**src/rtl/div_pkg.sv**
```systemverilog
// Shared encodings and helpers for the RV32M divide sequencing controller.
package div_pkg;

  localparam int DW_DEF = 32;
  localparam int RW_DEF = 5;

  localparam logic [DW_DEF-1:0] MIN_INT = {1'b1, {(DW_DEF-1){1'b0}}};

  typedef enum logic [1:0] {
    OP_DIV  = 2'b00,
    OP_DIVU = 2'b01,
    OP_REM  = 2'b10,
    OP_REMU = 2'b11
  } div_op_e;

  typedef enum logic [2:0] {
    ST_IDLE   = 3'd0,
    ST_RESP   = 3'd1,
    ST_LAUNCH = 3'd2,
    ST_WAIT   = 3'd3,
    ST_DRAIN  = 3'd4
  } div_state_e;

  function automatic logic op_is_signed(input logic [1:0] op);
    return ~op[0];
  endfunction

  function automatic logic op_is_rem(input logic [1:0] op);
    return op[1];
  endfunction

endpackage

```
**src/rtl/div_ctrl_if.sv**
```systemverilog
// Request/response handshake between the EX stage (master) and the divide controller (slave).
interface div_ctrl_if
  import div_pkg::*;
#(
  parameter int DW = DW_DEF,
  parameter int RW = RW_DEF
);

  logic          req_valid;
  logic          req_ready;
  logic [1:0]    req_op;
  logic [DW-1:0] req_dividend;
  logic [DW-1:0] req_divisor;
  logic [RW-1:0] req_rd;
  logic          resp_valid;
  logic          resp_ready;
  logic [DW-1:0] resp_data;
  logic [RW-1:0] resp_rd;

  modport master (
    output req_valid, req_op, req_dividend, req_divisor, req_rd, resp_ready,
    input  req_ready, resp_valid, resp_data, resp_rd
  );

  modport slave (
    input  req_valid, req_op, req_dividend, req_divisor, req_rd, resp_ready,
    output req_ready, resp_valid, resp_data, resp_rd
  );

endinterface

```
**src/rtl/div_special_detect.sv**
```systemverilog
// Flags the RV32M cases the divider never sees (x/0, MIN/-1) and forms their results.
module div_special_detect #(
  parameter int DW = 32
) (
  input  logic          signed_i,
  input  logic [DW-1:0] dividend_i,
  input  logic [DW-1:0] divisor_i,
  output logic          is_zero_o,
  output logic          is_ovf_o,
  output logic [DW-1:0] quot_o,
  output logic [DW-1:0] rem_o
);

  localparam logic [DW-1:0] MIN_V = {1'b1, {(DW-1){1'b0}}};

  always_comb begin
    is_zero_o = (divisor_i == '0);
    is_ovf_o  = signed_i && (dividend_i == MIN_V) && (divisor_i == '1);
    // Divide-by-zero outranks overflow; both share one result mux.
    if (is_zero_o) begin
      quot_o = '1;
      rem_o  = dividend_i;
    end else begin
      quot_o = dividend_i;
      rem_o  = '0;
    end
  end

endmodule

```
**src/rtl/div_ctrl.sv**
```systemverilog
// Sequences one DIV/DIVU/REM/REMU at a time onto the shared iterative divider.
// state  | meaning
// IDLE   | ready to accept a request
// RESP   | result presented to writeback
// LAUNCH | single-cycle div_en pulse
// WAIT   | divider running, response owed
// DRAIN  | divider running after flush, result only refreshes the cache
module div_ctrl
  import div_pkg::*;
#(
  parameter int DW = DW_DEF,
  parameter int RW = RW_DEF
) (
  input  logic          clk,
  input  logic          rst_n,
  div_ctrl_if.slave     bus,
  input  logic          flush,
  output logic          busy_o,
  output logic          div_en_o,
  output logic          div_signed_o,
  output logic [DW-1:0] div_dividend_o,
  output logic [DW-1:0] div_divisor_o,
  input  logic [DW-1:0] div_quot_i,
  input  logic [DW-1:0] div_rem_i,
  input  logic          div_done_i
);

  div_state_e    state_q, state_d;
  logic          rdy_en_q, rdy_en_d;
  logic          rem_sel_q, rem_sel_d;
  logic          signed_q, signed_d;
  logic [RW-1:0] rd_q, rd_d;
  logic [DW-1:0] dividend_q, dividend_d;
  logic [DW-1:0] divisor_q, divisor_d;
  logic [DW-1:0] resp_data_q, resp_data_d;

  logic          cache_vld_q, cache_vld_d;
  logic          cache_signed_q, cache_signed_d;
  logic [DW-1:0] cache_dividend_q, cache_dividend_d;
  logic [DW-1:0] cache_divisor_q, cache_divisor_d;
  logic [DW-1:0] cache_quot_q, cache_quot_d;
  logic [DW-1:0] cache_rem_q, cache_rem_d;

  logic          req_signed;
  logic          accept;
  logic          cache_hit;
  logic          cache_load;
  logic          sp_zero, sp_ovf;
  logic [DW-1:0] sp_quot, sp_rem;

  assign req_signed = op_is_signed(bus.req_op);

  div_special_detect #(.DW(DW)) u_special (
    .signed_i   (req_signed),
    .dividend_i (bus.req_dividend),
    .divisor_i  (bus.req_divisor),
    .is_zero_o  (sp_zero),
    .is_ovf_o   (sp_ovf),
    .quot_o     (sp_quot),
    .rem_o      (sp_rem)
  );

  // rdy_en_q keeps req_ready low while reset is asserted.
  assign bus.req_ready = (state_q == ST_IDLE) && rdy_en_q && !flush;
  assign accept        = bus.req_ready && bus.req_valid;
  assign cache_hit     = cache_vld_q && (cache_signed_q == req_signed) &&
                         (cache_dividend_q == bus.req_dividend) &&
                         (cache_divisor_q == bus.req_divisor);

  always_comb begin
    state_d          = state_q;
    rdy_en_d         = 1'b1;
    rem_sel_d        = rem_sel_q;
    signed_d         = signed_q;
    rd_d             = rd_q;
    dividend_d       = dividend_q;
    divisor_d        = divisor_q;
    resp_data_d      = resp_data_q;
    cache_vld_d      = cache_vld_q;
    cache_signed_d   = cache_signed_q;
    cache_dividend_d = cache_dividend_q;
    cache_divisor_d  = cache_divisor_q;
    cache_quot_d     = cache_quot_q;
    cache_rem_d      = cache_rem_q;
    cache_load       = 1'b0;

    case (state_q)
      ST_IDLE: begin
        if (accept) begin
          rem_sel_d  = op_is_rem(bus.req_op);
          signed_d   = req_signed;
          rd_d       = bus.req_rd;
          dividend_d = bus.req_dividend;
          divisor_d  = bus.req_divisor;
          if (sp_zero || sp_ovf) begin
            resp_data_d = op_is_rem(bus.req_op) ? sp_rem : sp_quot;
            state_d     = ST_RESP;
          end else if (cache_hit) begin
            resp_data_d = op_is_rem(bus.req_op) ? cache_rem_q : cache_quot_q;
            state_d     = ST_RESP;
          end else begin
            state_d = ST_LAUNCH;
          end
        end
      end
      ST_LAUNCH: state_d = flush ? ST_DRAIN : ST_WAIT;
      ST_WAIT: begin
        if (div_done_i) begin
          cache_load = 1'b1;
          if (flush) begin
            state_d = ST_IDLE;
          end else begin
            resp_data_d = rem_sel_q ? div_rem_i : div_quot_i;
            state_d     = ST_RESP;
          end
        end else if (flush) begin
          state_d = ST_DRAIN;
        end
      end
      ST_DRAIN: begin
        if (div_done_i) begin
          cache_load = 1'b1;
          state_d    = ST_IDLE;
        end
      end
      ST_RESP: begin
        if (flush || bus.resp_ready) state_d = ST_IDLE;
      end
      default: state_d = ST_IDLE;
    endcase

    // A flushed run still completes, so its result stays worth caching.
    if (cache_load) begin
      cache_vld_d      = 1'b1;
      cache_signed_d   = signed_q;
      cache_dividend_d = dividend_q;
      cache_divisor_d  = divisor_q;
      cache_quot_d     = div_quot_i;
      cache_rem_d      = div_rem_i;
    end
  end

  always_ff @(posedge clk or negedge rst_n) begin
    if (!rst_n) begin
      state_q          <= ST_IDLE;
      rdy_en_q         <= 1'b0;
      rem_sel_q        <= 1'b0;
      signed_q         <= 1'b0;
      rd_q             <= '0;
      dividend_q       <= '0;
      divisor_q        <= '0;
      resp_data_q      <= '0;
      cache_vld_q      <= 1'b0;
      cache_signed_q   <= 1'b0;
      cache_dividend_q <= '0;
      cache_divisor_q  <= '0;
      cache_quot_q     <= '0;
      cache_rem_q      <= '0;
    end else begin
      state_q          <= state_d;
      rdy_en_q         <= rdy_en_d;
      rem_sel_q        <= rem_sel_d;
      signed_q         <= signed_d;
      rd_q             <= rd_d;
      dividend_q       <= dividend_d;
      divisor_q        <= divisor_d;
      resp_data_q      <= resp_data_d;
      cache_vld_q      <= cache_vld_d;
      cache_signed_q   <= cache_signed_d;
      cache_dividend_q <= cache_dividend_d;
      cache_divisor_q  <= cache_divisor_d;
      cache_quot_q     <= cache_quot_d;
      cache_rem_q      <= cache_rem_d;
    end
  end

  assign bus.resp_valid = (state_q == ST_RESP);
  assign bus.resp_data  = resp_data_q;
  assign bus.resp_rd    = rd_q;
  assign busy_o         = (state_q != ST_IDLE);
  assign div_en_o       = (state_q == ST_LAUNCH);
  assign div_signed_o   = signed_q;
  assign div_dividend_o = dividend_q;
  assign div_divisor_o  = divisor_q;

endmodule

```
**src/flat_wrapper.sv**
```systemverilog
// flat-port wrapper written by rule: the top's interface ports become plain ports
module div_ctrl_flat import div_pkg::*;
#(
  parameter int DW = DW_DEF,
  parameter int RW = RW_DEF
)
  (clk, rst_n, flush, busy_o, div_en_o, div_signed_o, div_dividend_o, div_divisor_o, div_quot_i, div_rem_i, div_done_i, bus_req_valid, bus_req_op, bus_req_dividend, bus_req_divisor, bus_req_rd, bus_resp_ready, bus_req_ready, bus_resp_valid, bus_resp_data, bus_resp_rd);
  div_ctrl_if #(.DW(DW), .RW(RW)) bus_i ();
  input  logic clk;
  input  logic rst_n;
  input  logic flush;
  output logic busy_o;
  output logic div_en_o;
  output logic div_signed_o;
  output logic [DW-1:0] div_dividend_o;
  output logic [DW-1:0] div_divisor_o;
  input  logic [DW-1:0] div_quot_i;
  input  logic [DW-1:0] div_rem_i;
  input  logic div_done_i;
  input wire logic [$bits(bus_i.req_valid)-1:0] bus_req_valid;
  input wire logic [$bits(bus_i.req_op)-1:0] bus_req_op;
  input wire logic [$bits(bus_i.req_dividend)-1:0] bus_req_dividend;
  input wire logic [$bits(bus_i.req_divisor)-1:0] bus_req_divisor;
  input wire logic [$bits(bus_i.req_rd)-1:0] bus_req_rd;
  input wire logic [$bits(bus_i.resp_ready)-1:0] bus_resp_ready;
  output wire logic [$bits(bus_i.req_ready)-1:0] bus_req_ready;
  output wire logic [$bits(bus_i.resp_valid)-1:0] bus_resp_valid;
  output wire logic [$bits(bus_i.resp_data)-1:0] bus_resp_data;
  output wire logic [$bits(bus_i.resp_rd)-1:0] bus_resp_rd;
  assign bus_i.req_valid = bus_req_valid;
  assign bus_i.req_op = bus_req_op;
  assign bus_i.req_dividend = bus_req_dividend;
  assign bus_i.req_divisor = bus_req_divisor;
  assign bus_i.req_rd = bus_req_rd;
  assign bus_i.resp_ready = bus_resp_ready;
  assign bus_req_ready = bus_i.req_ready;
  assign bus_resp_valid = bus_i.resp_valid;
  assign bus_resp_data = bus_i.resp_data;
  assign bus_resp_rd = bus_i.resp_rd;
  div_ctrl #(.DW(DW), .RW(RW)) u_core (.clk(clk), .rst_n(rst_n), .bus(bus_i), .flush(flush), .busy_o(busy_o), .div_en_o(div_en_o), .div_signed_o(div_signed_o), .div_dividend_o(div_dividend_o), .div_divisor_o(div_divisor_o), .div_quot_i(div_quot_i), .div_rem_i(div_rem_i), .div_done_i(div_done_i));
endmodule
```
**config.mk**
```make
export PLATFORM = sky130hd
export DESIGN_NAME = div_ctrl_flat
export DESIGN_NICKNAME = d
export VERILOG_FILES = /design/src/rtl/div_pkg.sv /design/src/rtl/div_ctrl_if.sv /design/src/rtl/div_special_detect.sv /design/src/rtl/div_ctrl.sv /design/src/flat_wrapper.sv
export SDC_FILE = /design/constraint.sdc
export NUM_CORES = 1
export LEC_CHECK = 0
export CAP_MARGIN = 10
export CELL_PAD_IN_SITES_DETAIL_PLACEMENT = 0
export CELL_PAD_IN_SITES_GLOBAL_PLACEMENT = 1
export CORE_MARGIN = 3
export CORE_UTILIZATION = 25
export DETAILED_ROUTE_END_ITERATION = 7
export GPL_ROUTABILITY_DRIVEN = 0
export MAX_ROUTING_LAYER = met4
export PLACE_DENSITY_LB_ADDON = 0.08
export SLEW_MARGIN = 0
export SYNTH_ARGS = -nofsm -noshare
export SYNTH_HDL_FRONTEND = slang
export SYNTH_HIERARCHICAL = 1
export SYNTH_SLANG_ARGS = --single-unit
```
**constraint.sdc**
```tcl
create_clock -name clk -period 2.3 [get_ports clk]
set_clock_uncertainty 0.15 [all_clocks]
set_input_delay 0.46 -clock clk [delete_from_list [all_inputs] [get_ports clk]]
set_output_delay 0.46 -clock clk [all_outputs]
set_load 0.01 [all_outputs]
```
Word level (Yosys, flattened, before mapping)
Index checks and enable logic that the tools add are counted.
{ "totals": {"regBits": 237, "in_bits": 141, "out_inout_bits": 106, "wordCells": 73} }
{ "classes": {"eq_ne": 16, "n_mux": 23, "bitwise_logic": 1, "reduce_logical": 19} }
{ "op_table": {"columns": ["cell", "count"], "rows": [
  ["2-to-1 mux 32 bit", 10],
  ["equality test 32 bit", 2],
  ["equality test 32 bit, second input constant", 2],
  ["case mux 32 bit (2 select lines)", 1],
  ["logical NOT 32 bit", 1],
  ["2-to-1 mux 3 bit", 7],
  ["case mux 3 bit (5 select lines)", 1],
  ["logical AND 1 bit", 8],
  ["equality test 3 x 2 -> 1 bit, second input constant", 2],
  ["inequality test 2 bit, second input constant", 3],
  ["AND reduction 5 bit", 1],
  ["inequality test 2 x 1 -> 1 bit, second input constant", 2],
  ["AND reduction 4 bit", 1],
  ["equality test 3 x 1 -> 1 bit, second input constant", 1],
  ["equality test 3 bit, second input constant", 1],
  ["logical NOT 3 bit", 1],
  ["2-to-1 mux 1 bit", 3],
  ["inequality test 3 x 2 -> 1 bit, second input constant", 1],
  ["inequality test 3 bit, second input constant", 1],
  ["nonzero test 3 bit", 1],
  ["logical OR 1 bit", 2],
  ["2-to-1 mux 2 bit", 1],
  ["AND reduction 2 bit", 1],
  ["nonzero test 2 bit", 1],
  ["4 further kinds", 4]
]} }

Longest topological paths before layout
{ "logic_depth": {"depth_word": 9, "ltp_mapped": 13, "ltp_nobuf": 11} }

Cells and area by module
Netlist, hierarchy kept.
{ "modules_own_cells": {"columns": ["mod", "n_inst", "cells_per_inst", "area_per_inst_um2", "seq_area_each_um2"], "rows": [
  ["div_ctrl", 1, 1094, 12283.0, 5930.7],
  ["div_special_detect", 1, 107, 663.1, 0.0]
]} }

Worst setup path after synthesis
Ideal clock, no wire load.
{ "synth_timing": {"path_kind": "input to register", "from": "input bus_req_dividend[22]", "to": "register u_core.resp_data_q[30] (netlist: u_core/bus.resp_data[30])", "setup_ps": 126, "t_arrival_ps": 3157, "required_time_ps": 2024, "path_slack_ps": -1134, "cell_stages": 11, "n_path_buf": 2, "cell_sequence": "or4_1 > or4_1 > nor4_2 > or2_2 > clkbuf_1 > buf_2 > mux4_2 > mux2i_1 > nor2_1 > a31o_2 > a221o_2"} }
{ "synth_via": {"elab_chain_len": 7, "word_cells_on_any_way": 12, "cone_classes": "3 x eq/ne; 3 x mux; 6 x reduce/logical"} }
{ "synth_rtl": {"columns": ["item", "line_no", "source"], "rows": [
  ["from (decl)", "flat_wrapper.sv:22", "input wire logic [$bits(bus_i.req_dividend)-1:0] bus_req_dividend;"],
  ["equality test 32 bit *", "div_special_detect.sv:18", "is_ovf_o = signed_i && (dividend_i == MIN_V) && (divisor_i == '1);"],
  ["logical AND 1 bit * (2 in a row)", "div_special_detect.sv:18", null],
  ["net u_core.sp_ovf", "div_ctrl.sv:48", "logic sp_zero, sp_ovf;"],
  ["logical OR 1 bit *", "div_ctrl.sv:95", "if (sp_zero || sp_ovf) begin"],
  ["2-to-1 mux 32 bit", "div_ctrl.sv:95", null],
  ["2-to-1 mux 32 bit", "div_ctrl.sv:89", "if (accept) begin"],
  ["case mux 32 bit (2 select lines)", "div_ctrl.sv:87", "case (state_q)"],
  ["to (signal assigned)", "div_ctrl.sv:167", "resp_data_q <= resp_data_d;"],
  ["to (decl)", "div_ctrl.sv:35", "logic [DW-1:0] resp_data_q, resp_data_d;"]
]} }
The timed path passes the listed nets; every way through them passes the cells marked *. The select of a mux whose other input is x is not followed.
A chain may end at the register's enable or synchronous reset.

Worst setup path after layout
{ "layout_timing": {"from": "input bus_req_divisor[14]", "to": "register u_core.resp_data_q[3] (netlist: u_core/bus.resp_data[3])"} }
{ "layout_via": {"elab_chain_len": 6, "word_cells_on_any_way": 14, "cone_classes": "3 x eq/ne; 6 x mux; 5 x reduce/logical"} }
{ "layout_rtl": {"columns": ["item", "line_no", "source"], "rows": [
  ["from (decl)", "flat_wrapper.sv:23", "input wire logic [$bits(bus_i.req_divisor)-1:0] bus_req_divisor;"],
  ["equality test 32 bit *", "div_special_detect.sv:18", null],
  ["logical AND 1 bit *", "div_special_detect.sv:18", null],
  ["net u_core.sp_ovf", "div_ctrl.sv:48", null],
  ["logical OR 1 bit *", "div_ctrl.sv:95", null],
  ["2-to-1 mux 32 bit", "div_ctrl.sv:95", null],
  ["2-to-1 mux 32 bit", "div_ctrl.sv:89", null],
  ["case mux 32 bit (2 select lines)", "div_ctrl.sv:87", null]
]} }
Marks and branches as above.

==> results.txt <==
----------------------------------------------------
[Timing]
  Slew at the pin with the worst max-slew slack ... 0.613 ns
  Number of hold-slack violations in the final timing report ... 0
  Shortest clock period the worst path allows after layout ... 3.13 ns
  Slew headroom ... 59.1%
  Minimum setup slack in the final design ... -0.829 ns
  RSZ-0062 raised after global routing ... true
  Final-report setup violation count ... 34
  Fmax achieved ... 320 MHz
  Pins over their slew limit ... 0
  Final period utilization ... 136%

[Pwr]
  Switching power ... 5880 uW
  Portion of total power attributed to sequential cells ... 36.6%
  Clk pwr share ... 28.6%
  Worst IR Drop VDD ... 408 uV
  Relative contribution of combinational cells to total power ... 34.8%
  Power density over the cells ... 962 mW/mm2
  P_int ... 12700 uW
  Switching part of the total power ... 31.7%
  Lkg Pwr ... 0.00832 uW

[Floorplan]
  Area of the die ... 0.0546 mm2
  Starting density of the core ... 25.5%
  Core Rows ... 82
  Area of the placeable core ... 0.0507 mm2
  Chip Height ... 234 um
  Overall die width ... 234 um
  Top-level port count ... 247

[Synthesis]
  Share of the yosys chip area belonging to registers ... 45.8%
  Number of enable-type register cells in the synthesized netlist ... 0
  Largest area contributor in the netlist ... dfrtp_1
  Commonest register cell after synthesis ... dfrtp_1
  Post-synthesis adder-cell area fraction ... 0%
  Synth top area share ... 45.8%
  Commonest cells post-synth ... dfrtp_1, nand2_1, mux2_2, nor2_1, and2_1
  Synthesized-area fraction occupied by xor and xnor cells ... 2.64%
  Post-synthesis share of cell area spent on and, or, nand and nor gates ... 20.8%
  Post-synthesis mux area share ... 22.0%
  Largest family of logic cells by synthesized area ... multiplexers
  Fraction of synthesis flops using an asynchronous set or reset pin ... 100%
  Number of warnings reported in the yosys synthesis log ... 6
  Flip-flop and latch count after synthesis ... 237
  Count of cell types in the netlist ... 51
  Post-Synthesis Mean Instance Area ... 10.8 um2
  Gate Count Post-Synth ... 1201
  Compound-Gate Fraction of Synth Area ... 5.70%
  Number of nets produced by synthesis ... 1342
  Most instantiated library cell after synthesis ... dfrtp_1
  Cells taking the most area after synthesis ... dfrtp_1, mux2_2, nand2_1
  Netlist Area Pre-Place ... 0.0129 mm2

[Status]
  Violated checks ... setup timing
  Run status ... finished, violations left

[Worst setup path]
  Crit. End Element ... flop
  Type of the worst setup path ... input port to flop
  Worst-case reg-to-reg path depth ... 8
  Startpoint type of the worst setup path ... input port
  Reg-to-reg startpoint ... u_core/cache_divisor_q[10]$_DFFE_PN0P_
  Critical path required time ... 2.57 ns
  Reg-to-reg endpoint ... u_core/bus.resp_data[30]$_DFFE_PN0P_
  Critical Path AT ... 3.39 ns
  CP Max Fanout ... 6
  Worst R2R Setup Slack ... -0.34 ns

[Flow run]
  Number of max-cap violations ... 0

[Drt]
  Number of DRC violations after detailed-routing iteration 0 ... 642
  Via count ... 10900
  Final routed wirelength across all metal layers ... 53600 um
  Vias/cell ... 4.74
  Iteration count of the initial detailed-routing pass ... 5
  Routed WL per cell ... 23.4 um
  Number of remaining DRC errors ... 0
  Number of nets with antenna violations after routing ... 0

[CTS]
  TritonCTS Buffers ... 34
  Max H-tree Level ... 2
  Clock tree sinks ... 237
  Clock Latency Late Sink ... 0.54 ns
  Clock root buffer ... clkbuf_16
  TritonCTS clock tree ... done
  Number of buffers on the longest clock path ... 3
  Clock-pin slew reported for the worst setup and hold paths after clock tree synthesis ... 0.06 ns

[GRT]
  Global router's overall resource usage ... 20.2%
  Antenna violations before repair ... 4
  Via count of the first global-routing pass ... 11500
  Final global-route overflow total ... 0
  First-pass GRT wire length ... 78400 um
  Largest net degree at the start of global routing ... 62

[Worst hold path]
  Hold path depth ... 4
  Classification of the worst-slack hold path ... input port to flop
  Worst min-delay path startpoint ... bus_req_divisor[14]
  Sink of the worst hold path ... u_core/div_divisor_o[14]$_DFFE_PN0P_

[Finish]
  Fill count ... 5061
  Share of layout cells above drive strength 1 ... 36.1%
  Finished Cell Area ... 0.0193 mm2
  Net count reported at finish ... 1738
  Synthesis-to-layout area growth ... 48.8%
  Post-Layout Cell Count ... 2296

[Placement]
  Count of buffers inserted at the top-level ports ... 246
  HPWL Detailed ... 38200 um
  Dpl cells ... 2217
  Cell area reported after detailed placement ... 0.0176 mm2

----------------------------------------------------
[layout by cell type, fill, tap and decap left out, types with 5 or more instances in the layout]
cell / Yosys / final
nand2_1: 212 / 209
buf_6: 1 / 12
buf_12: 0 / 32
mux2i_1: 32 / 16
dlygate4sd2_1: 0 / 6
nand4_1: 28 / 28
mux4_2: 32 / 32
clkbuf_16: 0 / 38
nor3_1: 7 / 5
nor2_1: 75 / 71
mux2i_2: 0 / 15
buf_4: 0 / 145
nor4_2: 3 / 8
nor4_4: 0 / 6
nor4_1: 32 / 21
or2_2: 33 / 32
inv_1: 9 / 8
mux2_2: 161 / 161
and2_1: 64 / 64
clkbuf_8: 0 / 8
a31o_2: 33 / 33
a221o_1: 31 / 31
nand2b_1: 40 / 37
nor2b_1: 6 / 6
dlymetal6s2s_1: 0 / 17
clkbuf_1: 40 / 9
dfrtp_1: 237 / 236
clkdlybuf4s50_1: 0 / 197
xor2_1: 34 / 33
diode_2: 0 / 5
nand3_1: 9 / 9
clkbuf_2: 1 / 11
[cell type report]
type | count | area (um2) | share of cell area [%]
Timing Repair Buffer | 435 | 4360 | 22.6
Antenna cell | 5 | 12.5 | 0.0649
Tap cell | 672 | 841 | 4.36
Inverter | 9 | 33.8 | 0.175
Sequential cell | 237 | 5930 | 30.8
Clock buffer | 54 | 1070 | 5.55
Clock inverter | 4 | 47.5 | 0.247
Multi-Input combinational cell | 880 | 6970 | 36.2
[what timing repair did]
| action | 4_1_cts | 5_1_grt |
|---|---|---|
| cloned | 4 | 1 |
| buffers inserted | 19 | 3 |
| hold endpoints to repair | 52 | 0 |
| pin swaps | 75 | 30 |
| gates resized for setup | 87 | 87 |
| hold buffers | 1 | 0 |
| setup endpoints to repair | 38 | 37 |
[stage by stage]
stage / power (uW) / setup WS [ns] / utilization [%] / setup TNS (ns) / hold slack [ns]
after floorplan: 9920 / -0.918 / - / -28.23 / 0.0144
after global placement: 13000 / -2.01 / 34.8 / -65.03 / 0.312
after detailed placement: 13100 / -2.01 / 34.8 / -63.67 / 0.313
after CTS: 18700 / -1.02 / 37.7 / -31.52 / 0.0493
after global routing: 19700 / -0.938 / 38.0 / -28.75 / 0.0744
final: 18500 / -0.829 / 38.0 / -25.64 / 0.0778
[critical path, cell delays in order]
cell and delay [ns]:
buf_6 0.07, nand4_1 0.16, or4_4 0.59, or4_4 0.45
nor4_4 0.17, or2_4 0.26, buf_8 0.16, mux4_2 0.33
mux2i_4 0.18, nor2_1 0.06, a31o_2 0.24, a221o_1 0.25
[sequential cells by signal, summed over array words and instances, names as in the netlist]
signal and cells:
u_core/cache_divisor_q 32, u_core/div_signed_o 1, u_core/rem_sel_q 1, u_core/state_q 3
u_core/div_dividend_o 32, u_core/cache_dividend_q 32, u_core/bus.resp_data 32, u_core/cache_vld_q 1
u_core/bus.resp_rd 5, u_core/cache_rem_q 32, u_core/div_divisor_o 32, u_core/cache_signed_q 1
u_core/cache_quot_q 32, u_core/rdy_en_q 1
[cells by family after synthesis]
logic type,after synthesis
multiplexers,225
AND/OR/NAND/NOR,533
AO/OA/AOI/OAI,82
flip-flops,237
buffers and inverters,84
XOR/XNOR,39
other,1
[metal layers]
layer / vias up / GRT usage [%] / wire length (um)
li1: 5056 / - / -
met1: 5495 / 27.4 / 25000
met2: 265 / 31.9 / 25300
met3: 61 / 2.83 / 2280
met4: 0 / 4.99 / 1050
met5: - / - / 0
[power groups by stage]
stage | sequential [uW] | combinational, uW | clock [uW]
after floorplan | 6680 | 3230 | 0
after global placement | 6800 | 6230 | 0
after detailed placement | 6840 | 6300 | 0
after CTS | 6790 | 6380 | 5490
after global routing | 7010 | 7010 | 5660
final | 6790 | 6450 | 5290
[how the worst max path moves through the flow]
stage | start | end | slack, ns
detailed placement | bus_req_dividend[19] | u_core/bus.resp_data[3]$_DFFE_PN0P_ | -2.01
global placement | bus_req_dividend[18] | u_core/bus.resp_data[3]$_DFFE_PN0P_ | -2.01
global route | bus_req_divisor[12] | u_core/bus.resp_data[29]$_DFFE_PN0P_ | -0.94
CTS | bus_req_divisor[14] | u_core/bus.resp_data[20]$_DFFE_PN0P_ | -1.02
floorplan | bus_req_dividend[22] | u_core/bus.resp_data[30]$_DFFE_PN0P_ | -0.92
finish | bus_req_divisor[14] | u_core/bus.resp_data[3]$_DFFE_PN0P_ | -0.83
No activity file was read; power rests on OpenSTA's default activity.
